$ cat config.mk
export PLATFORM = sky130hd
export DESIGN_NAME = mult32_seq
export DESIGN_NICKNAME = d
export VERILOG_FILES = /design/src/rtl/mult32_seq.sv
export SDC_FILE = /design/constraint.sdc
export NUM_CORES = 1
export LEC_CHECK = 0
export CORE_AREA = 4 4 155 157
export CTS_CLUSTER_DIAMETER = 40
export DETAILED_ROUTE_END_ITERATION = 6
export DIE_AREA = 0 0 159 161
export GPL_TIMING_DRIVEN = 0
export PLACE_DENSITY = 0.9
export SETUP_SLACK_MARGIN = 0.15
export SLEW_MARGIN = 20
export SYNTH_ARGS = -nofsm -noshare
export SYNTH_HDL_FRONTEND = slang
export SYNTH_SLANG_ARGS = --single-unit
$ cat constraint.sdc
create_clock -name clk -period 3.25 [get_ports clk]
set_input_delay 0.325 -clock clk [delete_from_list [all_inputs] [get_ports clk]]
set_output_delay 0.325 -clock clk [all_outputs]
set_load 0.01 [all_outputs]
$ cat src/rtl/mult32_seq.sv
// Sequential 32x32 shift-and-add multiplier with start/busy/done handshake.
// Define MULT_SIGNED_EN for two's-complement operands (sign-magnitude internally).
module mult32_seq (
   input  logic        clk,
   input  logic        rst_n,
   input  logic        start,
   input  logic [31:0] a,
   input  logic [31:0] b,
   output logic        busy,
   output logic        done,
   output logic [31:0] hi,
   output logic [31:0] lo
);

   localparam int DATA_W = 32;

   typedef enum logic [1:0] {IDLE, CALC, DONE} state_t;

   state_t                state_q, state_d;
   logic                  accept;
   logic [2*DATA_W-1:0]   mcand;
   logic [DATA_W-1:0]     mplier;
   logic [2*DATA_W-1:0]   acc;
   logic [5:0]            count;
   logic [DATA_W-1:0]     op_a, op_b;
   logic [2*DATA_W-1:0]   result;

`ifdef MULT_SIGNED_EN
   logic                  neg;

   // The most negative input maps onto itself, which is its correct unsigned magnitude.
   function automatic logic [DATA_W-1:0] magnitude(input logic signed [DATA_W-1:0] x);
      logic [DATA_W-1:0] m;
      m = x[DATA_W-1] ? DATA_W'(-x) : DATA_W'(x);
      return m;
   endfunction

   function automatic logic [2*DATA_W-1:0] apply_sign(input logic [2*DATA_W-1:0] v,
                                                      input logic n);
      return n ? (~v + 64'd1) : v;
   endfunction

   assign op_a   = magnitude(a);
   assign op_b   = magnitude(b);
   assign result = apply_sign(acc, neg);
`else
   assign op_a   = a;
   assign op_b   = b;
   assign result = acc;
`endif

   always_comb begin
      state_d = state_q;
      accept  = 1'b0;
      case (state_q)
         IDLE: begin
            if (start) begin
               accept  = 1'b1;
               state_d = (a == '0 || b == '0) ? DONE : CALC;
            end
         end
         CALC:    if (count == 6'd31) state_d = DONE;
         DONE:    state_d = IDLE;
         default: state_d = IDLE;
      endcase
   end

   always_ff @(posedge clk) begin
      if (!rst_n) begin
         state_q <= IDLE;
         busy    <= 1'b0;
         done    <= 1'b0;
         hi      <= '0;
         lo      <= '0;
         mcand   <= '0;
         mplier  <= '0;
         acc     <= '0;
         count   <= '0;
`ifdef MULT_SIGNED_EN
         neg     <= 1'b0;
`endif
      end else begin
         state_q <= state_d;
         // busy also covers the done-pulse cycle, when the FSM is already back in IDLE
         busy    <= (state_d != IDLE) || (state_q == DONE);
         done    <= (state_q == DONE);
         if (accept) begin
            mcand  <= {{DATA_W{1'b0}}, op_a};
            mplier <= op_b;
            acc    <= '0;
            count  <= '0;
`ifdef MULT_SIGNED_EN
            neg    <= a[DATA_W-1] ^ b[DATA_W-1];
`endif
         end else if (state_q == CALC) begin
            if (mplier[0]) acc <= acc + mcand;
            mcand  <= mcand << 1;
            mplier <= mplier >> 1;
            count  <= count + 6'd1;
         end
         if (state_q == DONE) begin
            hi <= result[2*DATA_W-1:DATA_W];
            lo <= result[DATA_W-1:0];
         end
      end
   end

endmodule

* Word-level counts from Yosys, hierarchy flattened
Cells that the tools add are included.
Word-level totals: bits in latches 0, flip-flop bits (word level) 234, logic and storage cells 35, memory bits (writable) 0, memories kept 0, output and inout port bits 66, memory bits (read-only) 0
Cells by class: equality and inequality tests 3, shift-type cells 0, reductions and logical operators 9, mux-type cells 10, div/mod/pow operators 0, add/sub/neg operators 2, bitwise gates (word level) 1, multiply operators 0, magnitude comparators 0
Operator list (count):
- $mux W32 | 4
- $add A64 B64 Y64 | 1
- $logic_not A32 Y1 | 2
- $add A6 B1 Y6 const B | 1
- $eq A6 B5 Y1 const B | 1
- $mux W2 | 3
- $pmux W2 S2 | 1
- $reduce_bool A2 Y1 | 2
- $eq A2 B1 Y1 const B | 1
- $eq A2 B2 Y1 const B | 1
- $logic_not A2 Y1 | 1
- $logic_or A1 B1 Y1 | 2
- $mux W1 | 2
- $reduce_and A2 Y1 | 1
- $reduce_or A2 Y1 | 1
- $not A1 Y1 | 1

* Depth between registers and ports, before layout
depth in word-level cells 7, depth in mapped cells 12

* Worst setup path after synthesis
Ideal clock, no wire load.
kind register -> register, start register mcand[0], end register acc[58], period minus slack after synthesis 2872 ps, arrival 2750 ps, path slack 378 ps, stages on the path, launching flop included 13, required time 3128 ps, setup time 122 ps, path buffers 0, path through dfxtp_1 > ha_1 > fa_1 > a21o_1 > a31o_1 > a21oi_4 > o31ai_4 > a2111oi_2 > o21a_2 > o31ai_2 > nand3_2 > mux2i_1 > a311o_1
On the way: cells in the longest elaborated chain, start to end 1
RTL lines:
- start: declaration | line 21 | logic [2*DATA_W-1:0] mcand;
- start signal: assignment | line 88 | mcand <= {{DATA_W{1'b0}}, op_a};
- start signal: assignment | line 97 | mcand <= mcand << 1;
- $add A64 B64 Y64 | line 96 | if (mplier[0]) acc <= acc + mcand;
- end signal: assignment | line 96
- end: declaration | line 23 | logic [2*DATA_W-1:0] acc;
No other way between the ends. A chain may end at the register's enable or synchronous reset.

* Final worst setup path
start register mcand[13], end register acc[39]
Same word-level chain as after synthesis.

==> results.txt <==
Clk network pwr share -> 50.5%
Min Clock Period, post-route -> 3.12 ns
vias -> 12,600
most frequent cells in the layout -> nand2_1 (386), dfxtp_1 (229), a21oi_1 (157)
Adder-Cell Fraction of Synth Area -> 6.31%
share of post-route cells with drive strength above 1 -> 7.69%
Syn Area/Cell -> 8.15 um2
Final Worst Setup Slack -> 0.131 ns
pwr dens -> 472 nW/um2
worst skew pair latency -> 0.51 ns
Synth Area in XOR/XNOR -> 3.77%
clock slew at reported path FFs -> 0.06 ns
Crit Path Class -> reg -> reg
std cell rows -> 55
total global-route track usage -> 29.6%
Placeable Area -> 22,500 um2
global route total overflow -> 0
Worst-Margin Slew -> 0.962 ns
Tcrit/Tclk final -> 96.0%
Setup WS pre-CTS -> -0.0982 ns
worst path cell trace -> ha_1, buf_2, nand4_1, nor3_4, nand4_1, a21oi_1, nor3b_4, o31ai_2, a221oi_1, o21a_1, nor4_1, nand3b_1
unrepaired setup endpoints after global routing -> yes
mux share of post-synthesis cell area -> 5.08%
Final Cell Area -> 16,100 um2
Syn Inst Count -> 1,595
most common cell after layout, fill and taps aside -> nand2_1
Post-synth EDFFs -> 0
Top cell by count, worst path -> nand4_1
Port Buffer Count -> 132
Cell variety after synth -> 79
Syn Nets -> 1,727
Slew Limit Fails -> 0
FF+latch count, synth -> 234
io pins -> 133
Cell Area, Synth -> 13,000 um2
root buf cell -> clkbuf_16
first-pass GRT wire length -> 63.3 mm
largest stage delay on the critical path -> 0.40 ns
vias in the first global route -> 12,500
vias per inst -> 6.07
Logic pwr share -> 9.9%
drt pass-1 iters -> 5
final wirelength -> 39.7 mm
Synth Warn # -> 0
ys async rst share -> 0%
Worst EP required -> 3.69 ns
placed inst area -> 14,700 um2
initial antenna violation count -> 1
Crit path arrival time -> 3.56 ns
Die Ht -> 161 um
maximum fanout along the worst path -> 7
Pleak -> 0.00661 uW
area grow syn2layout -> 24.2%
Layout Cells excl Fill -> 2,080
Starting Density -> 57.8%
H-Tree Depth -> 2
largest family of logic cells by synthesized area -> compound AO/OA/AOI/OAI gates
endpoints failing setup -> 0
die extent in x -> 159 um
Max-Cap Viols -> 0
Placed Cells incl. Taps -> 2,012
Seq/Total Area, Yosys -> 36.0%
complex-gate fraction of the synthesized area -> 24.0%
hpwl dp -> 29.1 mm
critical path's slowest cell -> o31ai_2
switching fraction of total power -> 24.9%
Fin Setup TNS -> 0 ns
outcome -> complete, no violations
fmax -> 321 MHz
Relative slew margins -> 35.8%
routed length per placed instance -> 19.1 um
Clock Skew -> 0.0226 ns
Psw -> 1900 uW
RePlAce Congestion -> 0.951
hold crit path type -> reg -> reg
FILL cells -> 1,660
clock sinks -> 234
final hold vios -> 0
ANT nets after route -> 0
cts bufs inserted -> 34
clock buffer depth -> 3
die area -> 25,600 um2
predominant post-synthesis flop cell -> dfxtp_1
largest net degree at the start of global routing -> 14
maximum vdd drop -> 0.000424 V
Fin Hold WS -> 0.460 ns
DR DRC count -> 0
Synth Area in Simple Gates -> 19.8%
1st-iter DRT viols -> 1,167
CTS tree -> done
Layout Nets -> 1,901
P_int -> 5720 uW
Flop pwr share -> 39.6%
CP startpoint kind -> register
Worst Setup End Kind -> register
## Yosys cell counts, drive strengths merged (2+ instances only)
master | n | area [um2]
xor2 | 20 | 175
o21ai | 45 | 225
inv | 21 | 78.8
a41o | 2 | 20.0
nand4 | 30 | 203
nand3b | 3 | 22.5
a21o | 28 | 213
dfxtp | 234 | 4680
nor4 | 19 | 125
mux2i | 66 | 661
and2 | 7 | 46.3
and3 | 6 | 37.5
nor3b | 5 | 42.5
a22oi | 4 | 30.0
a21oi | 161 | 821
a31oi | 9 | 77.6
o211a | 64 | 641
xnor2 | 36 | 315
buf | 28 | 171
o21bai | 16 | 120
o2111ai | 4 | 35.0
nand2 | 388 | 1460
o31ai | 8 | 83.8
clkbuf | 79 | 350
or2 | 2 | 12.5
o211ai | 5 | 42.5
a21boi | 66 | 495
a2111oi | 3 | 38.8
nand2b | 5 | 31.3
o22ai | 2 | 12.5
a31o | 2 | 17.5
or3 | 7 | 43.8
nor2 | 66 | 248
or4 | 3 | 22.5
a41oi | 3 | 26.3
o21a | 6 | 46.3
nor2b | 10 | 62.6
a211oi | 8 | 60.1
ha | 64 | 801
a211o | 2 | 17.5
a221oi | 2 | 17.5
nand3 | 29 | 150
nor3 | 15 | 75.1
## cell type report
type                    count  area [um2]  area share, %
well taps                 285         357           2.21
diodes                      1        2.50         0.0155
flip-flops and latches    234        4690           29.1
inverters                  21        78.8          0.488
clock inverters            18         231           1.43
repair buffers            138        1370           8.48
clock buffers              43         966           5.98
multi-input cells        1231        7880           48.8
plain buffers             109         574           3.56
## worst max-delay path, delay by kind of cell (launching register included)
kind,cells,cell delay [ns]
compound gates,4,1.16
fa+ha+maj,1,0.27
buf+inv,1,0.17
flops,1,0.33
simple gates,6,1.10
## repair_timing
action,in CTS,in global routing
pin swaps,11,9
gates resized for setup,24,28
endpoints found under the hold margin,0,0
hold buffers,0,0
endpoints found under the setup margin,19,24
setup buffers,4,2
## sequential cells by signal, summed over array words and instances (netlist names)
| signal | cells |
|---|---|
| acc | 64 |
| busy | 1 |
| count | 6 |
| done | 1 |
| hi | 32 |
| lo | 32 |
| mcand | 64 |
| mplier | 32 |
| state_q | 2 |
## logic make-up (layout without fill, tap and decap cells)
kind of cell	count (synthesis)	in the layout
xor gates and xnor gates	56	56
and+or+nand+nor	595	595
buffers and inverters	130	329
other	0	1
DFF	234	234
AOI/OAI and AO/OA	449	449
adders and majority gates	65	65
muxes	66	66
## path summary, 6_finish.rpt
check,start,end,slack (ns),cells after the start
min reg2reg,hi[23],hi[23],0.46,2
max,mcand[13],acc[39],0.13,12
min,hi[23],hi[23],0.46,2
max reg2reg,mcand[13],acc[39],0.13,12
## power by group through the flow
| stage | clock network, uW | logic (uW) | registers (uW) |
|---|---|---|---|
| after floorplan | 0 | 469 | 3050 |
| after global placement | 0 | 687 | 3070 |
| after detailed placement | 0 | 715 | 3080 |
| after CTS | 3870 | 732 | 3020 |
| after global routing | 4000 | 805 | 3030 |
| final | 3850 | 751 | 3020 |
## per-stage QoR
stage / utilization [%] / total power [uW]
detailed placement: 65.3 / 3790
global placement: 65.3 / 3760
CTS: 71.3 / 7620
floorplan: - / 3520
finish: 71.8 / 7620
global route: 71.8 / 7830
## layer usage
layer	vias to the layer above	track usage (%)	part of all wire, %
li1	5989	-	-
met1	5964	37.9	42
met2	565	49.7	46
met3	116	4.70	7.8
met4	0	13.3	3.9
met5	-	0	0
No activity file was read; power rests on OpenSTA's default activity.
